<file path="config.mk">
export PLATFORM = sky130hd
export DESIGN_NAME = instruction_mem_responder
export DESIGN_NICKNAME = d
export VERILOG_FILES = /design/src/rtl/instruction_mem_responder.sv
export SDC_FILE = /design/constraint.sdc
export NUM_CORES = 2
export LEC_CHECK = 0
export ABC_AREA = 1
export ABC_CLOCK_PERIOD_IN_PS = 5800
export BUFFER_PORTS_ARGS = -buffer_cell sky130_fd_sc_hd__buf_4
export CAP_MARGIN = 20
export CORE_ASPECT_RATIO = 2
export CORE_MARGIN = 2
export CORE_UTILIZATION = 31
export CTS_CLUSTER_SIZE = 8
export DETAILED_ROUTE_END_ITERATION = 8
export SLEW_MARGIN = 20
export SYNTH_ARGS = -nofsm -noshare
export SYNTH_HDL_FRONTEND = slang
export SYNTH_SLANG_ARGS = --single-unit
</file>
<file path="constraint.sdc">
create_clock -name Clk -period 5.8 [get_ports Clk]
set_input_delay 0.29 -clock Clk [delete_from_list [all_inputs] [get_ports Clk]]
set_output_delay 0.29 -clock Clk [all_outputs]
set_load 0.01 [all_outputs]
</file>
<file path="src/rtl/instruction_mem_responder.sv">
// Instruction memory responder: fixed-latency single-outstanding fetch port.
// Optional misaligned-address reporting is enabled by defining MISALIGN_CHECK_EN.
module instruction_mem_responder #(
  parameter int LATENCY = 2,
  parameter int DEPTH   = 128
) (
  input  logic        Clk,
  input  logic        Reset,
  input  logic        ReqValid,
  input  logic [31:0] ReqAddr,
  output logic        ReqReady,
  output logic        RespValid,
  input  logic        RespReady,
  output logic [31:0] RespData,
  output logic        RespErr,
  input  logic        LoadEn,
  input  logic [31:0] LoadAddr,
  input  logic [31:0] LoadData
);

  localparam int AW = $clog2(DEPTH);
  localparam logic [3:0] LAT_M1 = 4'(LATENCY - 1);

  typedef enum logic [1:0] {
    IDLE,
    WAIT,
    RESP
  } state_t;

  state_t state, state_n;
  logic [3:0] cnt, cnt_n;
  logic accept;
  logic misalign;
  logic [31:0] data_q;

  // Power-up contents are zero; reset never touches the array.
  logic [31:0] mem [DEPTH] = '{default: 32'h0};

  logic [AW-1:0] ridx;
  logic [AW-1:0] widx;
  assign ridx = ReqAddr[AW+1:2];
  assign widx = LoadAddr[AW+1:2];

`ifdef MISALIGN_CHECK_EN
  logic err_q;
  logic unused_addr;
  assign misalign = |ReqAddr[1:0];
  assign RespErr = err_q;
  assign unused_addr = ^{ReqAddr[31:AW+2], LoadAddr[31:AW+2],
                         LoadAddr[1:0]};
`else
  logic unused_addr;
  assign misalign = 1'b0;
  assign RespErr = 1'b0;
  assign unused_addr = ^{ReqAddr[31:AW+2], ReqAddr[1:0],
                         LoadAddr[31:AW+2], LoadAddr[1:0]};
`endif

  assign RespData = data_q;

  // Next-state, latency countdown and handshake outputs.
  always_comb begin
    state_n   = state;
    cnt_n     = cnt;
    accept    = 1'b0;
    ReqReady  = 1'b0;
    RespValid = 1'b0;
    unique case (state)
      IDLE: begin
        ReqReady = 1'b1;
        if (ReqValid) begin
          accept  = 1'b1;
          state_n = WAIT;
          cnt_n   = LAT_M1;
        end
      end
      WAIT: begin
        if (cnt == 4'd0) state_n = RESP;
        else cnt_n = cnt - 4'd1;
      end
      RESP: begin
        RespValid = 1'b1;
        if (RespReady) state_n = IDLE;
      end
      default: state_n = IDLE;
    endcase
  end

  // State register; response word is captured at the acceptance edge.
  always_ff @(posedge Clk) begin
    if (Reset) begin
      state  <= IDLE;
      cnt    <= 4'd0;
      data_q <= 32'h0;
`ifdef MISALIGN_CHECK_EN
      err_q  <= 1'b0;
`endif
    end else begin
      state <= state_n;
      cnt   <= cnt_n;
      if (accept) begin
        data_q <= misalign ? 32'h0 : mem[ridx];
`ifdef MISALIGN_CHECK_EN
        err_q  <= misalign;
`endif
      end
    end
  end

  // Program-load port; writes regardless of FSM state or reset.
  always_ff @(posedge Clk) begin
    if (LoadEn) mem[widx] <= LoadData;
  end

endmodule

</file>
==> metrics.yaml <==
run:
  maxCapViolCount: 0
sta:
  rsz0062_at_grt: "no"
  fin_hold_ws_ps: 37.9
  finalHoldViolCount: 0
  period_share_pct: 56.6
  min_period_ps: 3280
  relSlewSlack_pct: 12.6
  finalSetupTns_ps: 0
  setup_viol: 0
  skew_ps: 81.9
  slew_violations: 0
  fmax_mhz: 305
  worst_slew_pin_slew_ps: 1310
detailed_routing:
  drt_iter0_drc: 11000
  dr.pass1.iters: 8
  wl_per_cell_um: 25.4
  vias: 109000
  wl_mm: 531
  drt.antenna.violating_nets: 0
  avgViaCountPerCell: 5.22
  drc: 0
status:
  status: "complete, no violations"
place:
  dp.cells: 20100
  place_congestion: 0.865
  dp_hpwl_mm: 303
  place.port_buffers: 84
  place_area_sq_um: 175000
worst_setup_path:
  cp_cell_sequence: "buf_16, buf_4, inv_16, buf_4, nand2_1, nand3_1, nand3_1, nand3_1, nand3_1, nand3_1, nand2_1, nand2_1, nand3_1, nand2_1"
  r2r_cells: 10
  reg2reg_slack_ps: 3190
  critical_path_class: "in -> reg"
  cp_data_required_time_ps: 6750
  worst_setup_path_end_kind: "flip-flop"
  arrival_ps: 4230
  crit_fanout: 150
  cp_slowest_cell: "nand3_1"
  cpMostUsedCell: "nand3_1"
  crit_path_start_kind: "primary input"
  critical-path-top-delay-family: "simple AND/OR/NAND/NOR gates"
  slowest_delay_ps: 720
  path_buf_inv: 4
  crit_cells: 14
final_layout:
  stdcell_area_sq_um: 191000
  nFillCells: 50800
  drive_gt1_share_pct: 8.83
  nets: 13800
  area_delta_synth_final_pct: 15.3
  final_cell_count_no_fill: 20900
yosys:
  synth_async_sr_flop_share_pct: 0
  yosysWarnings: 0
  netlist_area_sq_um: 166000
  synth_most_common_cell: "nand2_1"
  ys_top_cells_by_area: "edfxtp_1, nand3_1, nand2_1"
  synth-seq-cells: 4134
  synth_edf_count: 4096
  ys.flop_type: "edfxtp_1"
  avgSynthCellArea_sq_um: 12.2
  synth_top_area_share_pct: 74.1
  synth.distinct_cells: 24
  yosysTopAreaCell: "edfxtp_1"
  synth_commonest_cells: "nand2_1, edfxtp_1, nand3_1"
  syn-num-nets: 13700
  seq_area_frac_synth_pct: 74.6
  netlist_instances: 13600
grt:
  antenna_found_initial: 26
  grt_pass1_wl_mm: 754
  grt_pass1_vias: 107000
  grt.total_usage_pct: 19.2
  grt_max_degree: 175
  gr-total-overflow: 0
power:
  p_per_area_nw_per_um2: 358
  peakVddDrop_mv: 0.243
  leakagePower_uw: 0.0658
clock_network:
  clkSinkCount: 4134
  clockRootBuffer: "clkbuf_16"
  cts_tree: "yes"
  clkLatencyLatePin_ps: 1010
  clk_pin_slew_worst_paths_ps: 60
  ctsResizeCount: 0
  cts_setup_buffers: 0
  clockBufferDepth: 5
  cts-htree-levels: 6
  cts_buffers: 619
die:
  core_sq_um: 534000
  dieArea_sq_um: 542000
  die_y_mm: 1.04
  die_w_um: 521
  ioPinCount: 136
  rows: 380
  start_util_pct: 31.1
hold_path:
  hp-class: "in -> reg"
  hold_depth: 1
==> placed cells by master, fill, tap and decap left out, drive strengths merged <==
| cell | synthesis | final |
|---|---|---|
| nand2 | 4314 | 4314 |
| edfxtp | 4096 | 4096 |
| nand3 | 4003 | 4003 |
| clkbuf | 146 | 701 |
| buf | 770 | 432 |
| nor2 | 142 | 142 |
| inv | 35 | 41 |
| dfxtp | 38 | 38 |
| dlygate4sd3 | 0 | 36 |
| diode | 0 | 12 |
| nor3 | 9 | 9 |
| clkinv | 0 | 9 |
| a21oi | 4 | 4 |
| nand4 | 2 | 2 |
| o31ai | 1 | 1 |
| nor4 | 1 | 1 |
| or2 | 1 | 1 |
| a211oi | 1 | 1 |
| o21ai | 1 | 1 |
| ha | 1 | 1 |
| conb | 1 | 1 |
==> path summary, 6_finish.rpt <==
kind,from,end
setup / recovery,ReqAddr[2],RespData[25]
hold / removal,LoadData[20],mem[2][20]
setup reg to reg,mem[15][7],RespData[7]
hold reg to reg,RespData[1],RespData[1]
==> flip-flops by register name (all words and copies together), names as in the netlist <==
register and flops:
state 2, cnt 4, mem 4096, RespData 32
==> timing repair <==
| action | in CTS | in global routing |
|---|---|---|
| endpoints found under the hold margin | 1574 | 0 |
| hold buffers | 36 | 0 |
| endpoints found under the setup margin | 0 | 0 |
==> power breakdown <==
part	total, uW	internal [uW]	switching [uW]
sequential	33100	33100	52.5
clock	31300	19200	12200
combinational	4080	914	3160
==> per-stage QoR <==
| step | utilization (%) | worst slack [ps] | power [uW] |
|---|---|---|---|
| 2_1_floorplan | - | 3110 | 35700 |
| 3_3_place_gp | 32.7 | 1780 | 37600 |
| 3_5_place_dp | 32.7 | 1790 | 37700 |
| 4_1_cts | 35.8 | 2850 | 68700 |
| 5_1_grt | 35.8 | 2570 | 70000 |
| 6_report | 35.8 | 2520 | 68500 |
==> metal layers <==
layer  global-route usage (%)  part of all wire (%)  vias to the layer above
li1                         -                     -                    48500
met1                     20.4                    34                    54500
met2                     33.7                    51                     4783
met3                     2.74                   6.4                     1437
met4                     15.6                   8.8                       16
met5                        0                 0.019                        -
==> layout make-up <==
| cell class | instances | area [sq um] | area share, % |
|---|---|---|---|
| antenna | 12 | 30.0 | 0.0157 |
| clock buffer | 701 | 16100 | 8.39 |
| clock inverter | 15 | 178 | 0.0928 |
| inverter | 35 | 184 | 0.0961 |
| multi-input combinational | 8481 | 37900 | 19.8 |
| sequential | 4134 | 124000 | 64.7 |
| tap | 7067 | 8840 | 4.62 |
| timing repair buffer | 468 | 4430 | 2.32 |
==> cell families (layout without fill, tap and decap cells) <==
kind of cell	Yosys count	after routing	share of synthesized area, %
adders and majority gates	1	1	0.00754
AOI/OAI and AO/OA	7	7	0.0241
and+or+nand+nor	8472	8472	22.2
buffers and inverters	951	1219	3.19
other	1	13	0.00226
DFF	4134	4134	74.6
==> worst register-to-register path, stage by stage (launching register included) <==
cell and delay (ps):
edfxtp_1 360, nand2_1 80, nand3_1 110, nand3_1 130
nand3_1 210, nand3_1 210, nand3_1 670, nand2_1 230
nand2_1 160, nand3_1 270, nand2_1 80
Power figures use the tool's default switching activity.
